[config.mk]
export PLATFORM = sky130hd
export DESIGN_NAME = bus_demux_1to2
export DESIGN_NICKNAME = d
export VERILOG_FILES = /design/src/rtl/bus_demux_1to2.sv
export SDC_FILE = /design/constraint.sdc
export NUM_CORES = 1
export LEC_CHECK = 0
export CORE_MARGIN = 2
export CORE_UTILIZATION = 35
export CTS_CLUSTER_SIZE = 16
export DETAILED_ROUTE_END_ITERATION = 8
export PLACE_DENSITY = 0.77
export SLEW_MARGIN = 20
export SYNTH_ARGS = -nofsm -noshare
export SYNTH_HDL_FRONTEND = slang
export SYNTH_SLANG_ARGS = --single-unit
[constraint.sdc]
create_clock -name Clk -period 1.4 [get_ports Clk]
set_input_delay 0.28 -clock Clk [delete_from_list [all_inputs] [get_ports Clk]]
set_output_delay 0.28 -clock Clk [all_outputs]
set_load 0.01 [all_outputs]
[src/rtl/bus_demux_1to2.sv]
// Routes one CPU bus transaction to target A (RAM) or B (MMIO) by one address bit and returns its response.
// Optional abort timer enabled by defining BUS_DEMUX_TIMEOUT_EN.
module bus_demux_1to2 #(
    parameter int unsigned SEL_BIT = 28,
    parameter int unsigned TIMEOUT = 16
) (
    input  logic        Clk,
    input  logic        Rst_n,
    input  logic        Req_Valid,
    output logic        Req_Ready,
    input  logic [31:0] Req_Addr,
    input  logic [31:0] Req_WData,
    input  logic        Req_We,
    output logic        Rsp_Valid,
    output logic [31:0] Rsp_RData,
    output logic        Rsp_Err,
    output logic        A_Valid,
    input  logic        A_Ready,
    output logic [31:0] A_Addr,
    output logic [31:0] A_WData,
    output logic        A_We,
    input  logic        A_RspValid,
    input  logic [31:0] A_RData,
    output logic        B_Valid,
    input  logic        B_Ready,
    output logic [31:0] B_Addr,
    output logic [31:0] B_WData,
    output logic        B_We,
    input  logic        B_RspValid,
    input  logic [31:0] B_RData
);

    typedef enum logic [1:0] {S_IDLE, S_ISSUE, S_WAIT, S_RESP} state_e;

    state_e      state_q, state_d;
    logic [31:0] addr_q, wdata_q, rdata_q;
    logic        we_q, dest_q, ready_q, err_q;
    logic        accept, sel_ready, sel_rsp, timeout;
    logic [31:0] sel_rdata;

    assign accept    = Req_Valid & ready_q;
    assign sel_ready = dest_q ? B_Ready    : A_Ready;
    assign sel_rsp   = dest_q ? B_RspValid : A_RspValid;
    assign sel_rdata = dest_q ? B_RData    : A_RData;

`ifdef BUS_DEMUX_TIMEOUT_EN
    localparam int unsigned CNT_W = $clog2(TIMEOUT + 1);
    logic [CNT_W-1:0] cnt_q;

    always_ff @(posedge Clk or negedge Rst_n) begin
        if (!Rst_n)                                      cnt_q <= '0;
        else if (accept)                                 cnt_q <= '0;
        else if (state_q == S_ISSUE || state_q == S_WAIT) cnt_q <= cnt_q + 1'b1;
    end

    // Fires in the cycle the count would reach TIMEOUT, so RESP lands TIMEOUT cycles after ISSUE entry.
    assign timeout = (state_q == S_ISSUE || state_q == S_WAIT) &&
                     (cnt_q == CNT_W'(TIMEOUT - 1));
`else
    assign timeout = 1'b0;
`endif

    always_ff @(posedge Clk or negedge Rst_n) begin
        if (!Rst_n) state_q <= S_IDLE;
        else        state_q <= state_d;
    end

    always_comb begin
        state_d = state_q;
        unique case (state_q)
            S_IDLE:  if (accept) state_d = S_ISSUE;
            S_ISSUE: if (timeout) state_d = S_RESP;
                     else if (sel_ready) state_d = S_WAIT;
            S_WAIT:  if (sel_rsp || timeout) state_d = S_RESP;
            S_RESP:  state_d = S_IDLE;
            default: state_d = S_IDLE;
        endcase
    end

    always_ff @(posedge Clk or negedge Rst_n) begin
        if (!Rst_n) begin
            addr_q  <= '0;
            wdata_q <= '0;
            we_q    <= 1'b0;
            dest_q  <= 1'b0;
            rdata_q <= '0;
            err_q   <= 1'b0;
            ready_q <= 1'b0;
        end else begin
            ready_q <= (state_d == S_IDLE);
            if (accept) begin
                addr_q  <= Req_Addr;
                wdata_q <= Req_WData;
                we_q    <= Req_We;
                dest_q  <= Req_Addr[SEL_BIT];
                err_q   <= 1'b0;
            end
            // A response in the timeout cycle takes priority over the abort.
            if (state_q == S_WAIT && sel_rsp) begin
                rdata_q <= sel_rdata;
                err_q   <= 1'b0;
            end else if (timeout) begin
                rdata_q <= '0;
                err_q   <= 1'b1;
            end
        end
    end

    always_comb begin
        A_Valid   = 1'b0;
        A_Addr    = '0;
        A_WData   = '0;
        A_We      = 1'b0;
        B_Valid   = 1'b0;
        B_Addr    = '0;
        B_WData   = '0;
        B_We      = 1'b0;
        if (state_q == S_ISSUE) begin
            if (dest_q) begin
                B_Valid = 1'b1;
                B_Addr  = addr_q;
                B_WData = wdata_q;
                B_We    = we_q;
            end else begin
                A_Valid = 1'b1;
                A_Addr  = addr_q;
                A_WData = wdata_q;
                A_We    = we_q;
            end
        end
        Req_Ready = ready_q;
        Rsp_Valid = (state_q == S_RESP);
        Rsp_RData = Rsp_Valid ? rdata_q : '0;
`ifdef BUS_DEMUX_TIMEOUT_EN
        Rsp_Err   = Rsp_Valid & err_q;
`else
        // No abort path in this build: error flag is constant zero (TIMEOUT is referenced only to stay live).
        Rsp_Err   = 1'b0 & (TIMEOUT < 2) & err_q;
`endif
    end

endmodule

== Word level (Yosys, flattened, before mapping) ==
Index checks and enable logic that the tools add are counted.
Storage, ports and cells
  bits in registers: 101
  input port bits: 136
  output and inout port bits: 167
  word-level logic and storage cells: 38
Operators by class
  equality and inequality tests: 3
  muxes and demuxes: 24
  bitwise logic cells: 1
  reductions and logical operators: 3
Operators with widths (count)
  2-to-1 mux 32 bit: 10
  2-to-1 mux 1 bit: 10
  case mux 2 bit (4 select lines): 1
  2-to-1 mux 2 bit: 3
  == test 2 bit (second input constant): 2
  logical NOT 2 bit: 2
  == test 2 x 1 -> 1 bit (second input constant): 1
  bitwise AND 1 bit: 1
  logical AND 1 bit: 1

== Longest topological paths before layout ==
  depth after elaboration: 4
  depth in mapped cells: 6
  gate-level depth less buffers: 3

== Worst setup path after synthesis ==
No wires, ideal clock.
  path type: register to output
  start point: register state_q[1]
  end point: output B_Addr[10]
  arrival: 1.264 ns
  data required time: 1.120 ns
  slack: -0.144 ns
  cell stages (with the launch flop): 7
  buffers on the path: 3
  cells stage by stage: dfrtp_1 > buf_2 > inv_1 > and3_1 > clkbuf_2 > clkbuf_1 > and2_1
On the way
  cells in the longest elaborated chain, start to end: 2
Ends and longest elaborated chain
  start: declaration: RTL line 35  | state_e state_q, state_d;
  start signal: assignment: RTL line 65  | else state_q <= state_d;
  == test 2 x 1 -> 1 bit: RTL line 118  | if (state_q == S_ISSUE) begin
  2-to-1 mux 32 bit: RTL line 118
  end: declaration: RTL line 26  | output logic [31:0] B_Addr,
No other way between the ends.

== Worst setup path in the final report ==
  start point: register state_q[1]
  end point: output A_WData[19]
On the way
  cells in the longest elaborated chain, start to end: 2
Ends and longest elaborated chain
  == test 2 x 1 -> 1 bit: RTL line 118
  2-to-1 mux 32 bit: RTL line 118
  end: declaration: RTL line 20  | output logic [31:0] A_WData,
No other way between the ends.

==> results.yml <==
synth:
  synth_most_common_cell: "and2_1"
  synth-seq-area-share_pct: 46.52
  postSynthCellCount: 444
  synthTopCellsByArea: "dfrtp_1, mux2_2, and2_1, mux2_4, and3_1"
  syn_area_sq_um: 5379
  synthTopCellsByCount: "and2_1, dfrtp_1, mux2_2, and3_1, mux2_4"
  async_flop_share_pct: 100.0
  synth.top_cell.area_share_pct: 46.52
  syn_area_per_cell_sq_um: 12.11
  synth_edf_count: 0
  ys.warnings.count: 0
  synth_area_leader_cell: "dfrtp_1"
  synth-main-ff-cell: "dfrtp_1"
  yosysUniqueCellTypes: 22
  synth_seq_cells: 100
clock_network:
  cts_buffers: 9
  clkTransAtPathRegs_ps: 70
  clock-sinks: 100
  clockBufferDepth: 2
  htree_levels: 3
  clk-insertion-delay-late_ps: 330
  cts_tree: "yes"
  cts_root_buf: "clkbuf_16"
outcome:
  outcome: "complete, but fails checks"
  violations: "setup timing"
grt:
  grt_first_pass_wirelength_um: 26410
  gr-total-overflow: 0
  grt_max_degree: 40
  antenna_found_initial: 0
  grt_pass1_vias: 4856
  grt_usage_pct: 20.74
final_layout:
  fillers: 1158
  final_design_area_no_fill_sq_um: 9689
  antenna_cells: 0
  nNetsFinal: 916
  seq_area_sq_um: 2506
  area_growth_pct: 80.13
  multi_input_area_sq_um: 2938
  layout-drive-gt1-share_pct: 58.60
detailed_routing:
  routed_via_density: 4.784
  dr.pass1.iters: 4
  wire_per_inst_um: 18.60
  ant_nets: 0
  num_vias: 4655
  initialDrtViolationCount: 102
  drc: 0
  wl_um: 18100
floorplanning:
  io_pins: 303
  start_util_pct: 35.65
  fp.dieArea_sq_um: 16380
  die_h_um: 128.0
  core-area_sq_um: 15090
  rows: 45
  die-width_um: 128.0
worst_setup_path:
  start_kind: "register"
  regToRegStartpoint: "addr_q[28]$_DFFE_PN0P_"
  cp.required_ps: 1120
  r2r_cells: 8
  crit_path_end: "A_WData[19]"
  critical_path.max_fanout: 7
  crit_start: "state_q[1]$_DFF_PN0_"
  rr_endpoint: "rdata_q[20]$_DFFE_PN0P_"
  worst-setup-path-type: "reg -> out"
  reg2reg_slack_ps: -460
  cp-end-kind: "primary output"
  arrival_ps: 1700
sta:
  rsz0062_at_grt: "true"
  clock.fmax_ghz: 0.5050
  skew_ps: 8.373
  whs_ps: 383.7
  period_minus_slack_ps: 1980
  maxSlewViolCount: 0
  finalSetupViolations: 199
  final.setup.worst_slack_ps: -580.3
  hold_viol: 0
  fin_crit_sh_pct: 141.5
power:
  total_leakage_power_nw: 4.677
  ir_worst_vdd_mv: 0.8460
  pwr_density_cell_nw_per_um2: 1806
job:
  maxCapViolCount: 0
placement:
  dp_hpwl_um: 12070
  routabilityCongestion: 0.7703
  place_area_sq_um: 8827
  numPortBuffers: 300
worst_hold_path:
  min_path_type: "in -> async"
metal layers:
layer | vias up | share of wire [%] | global-route usage [%]
met5 | - | 0 | 0
met4 | 0 | 1.8 | 5.882
met3 | 24 | 6.1 | 4.716
met2 | 184 | 54 | 37.72
met1 | 2291 | 39 | 24.50
li1 | 2156 | - | -
cell usage in the layout (no fill, tap or decap), types with 3 or more instances in the layout:
master | Yosys | routed
clkdlybuf4s50_1 | 0 | 134
dfrtp_1 | 100 | 97
mux2_2 | 100 | 97
buf_6 | 4 | 95
and2_4 | 0 | 80
buf_2 | 11 | 51
and2_1 | 129 | 49
mux2_4 | 29 | 32
and3_1 | 33 | 30
buf_12 | 0 | 22
buf_4 | 4 | 21
clkbuf_2 | 2 | 21
clkbuf_16 | 0 | 13
buf_16 | 0 | 5
dlymetal6s2s_1 | 0 | 5
and3_4 | 0 | 3
dfrtp_2 | 0 | 3
worst max-delay path: stages, from the launching register on:
cell and delay [ps]:
dfrtp_2 440, nand2b_4 170, nor2_4 100, buf_12 180, buf_16 140, buf_4 110, and2_4 130, buf_6 90
how the worst min path moves through the flow:
stage          depth (start not counted)                 endpoint  slack (ps)
3_5_place_dp                           1  rdata_q[17]$_DFFE_PN0P_         200
5_1_grt                                2  rdata_q[17]$_DFFE_PN0P_         410
2_1_floorplan                          0      Req_Ready$_DFF_PN0_         -20
4_1_cts                                2  rdata_q[17]$_DFFE_PN0P_         380
6_report                               2  rdata_q[17]$_DFFE_PN0P_         380
3_3_place_gp                           1  rdata_q[24]$_DFFE_PN0P_         200
logic make-up after synthesis:
group           count (synthesis)  share of synthesized area, %
flops                         100                         46.52
other cells                     1                       0.06972
compound gates                  3                        0.4187
mux                           131                         29.47
simple gates                  169                         19.59
buf+inv                        40                         3.931
what timing repair did:
item / CTS / global route
hold buffers: 1 / 0
hold endpoints to repair: 20 / 0
gates cloned: 8 / 5
setup buffers: 19 / 12
endpoints found under the setup margin: 198 / 198
pin swaps: 16 / 7
gates resized for setup: 580 / 177
area by class of cell:
type | count | share of cell area [%]
inverters | 1 | 0.03874
clock buffers | 11 | 2.505
flip-flops and latches | 100 | 25.87
well taps | 188 | 2.428
multi-input cells | 305 | 30.32
clock inverters | 5 | 0.3874
repair buffers | 363 | 38.46
registers in the layout, indices dropped and copies added, names as in the netlist:
register	count
state_q	2
rdata_q	32
wdata_q	32
we_q	1
Req_Ready	1
addr_q	32
report_power, final:
part / switching [mW] / total, mW / leakage, nW / internal (mW)
Sequential: 1.17 / 5.56 / 1.18 / 4.39
Clock: 1.07 / 2.33 / 0.132 / 1.26
Combinational: 3.50 / 9.62 / 3.37 / 6.12
stage by stage:
stage               worst slack [ps]  power, mW  setup TNS (ps)  std cells  util, %
floorplan                     -75.66      9.952           -4713        445        -
global placement              -500.1      13.17          -87180        916    58.50
detailed placement            -531.5      13.44          -93520        916    58.50
CTS                           -615.9      16.76         -102560        960    62.45
global route                  -643.2      18.44          -95030        973    64.21
finish                        -580.3      17.50          -81740        973    64.21
Power figures use the tool's default switching activity.
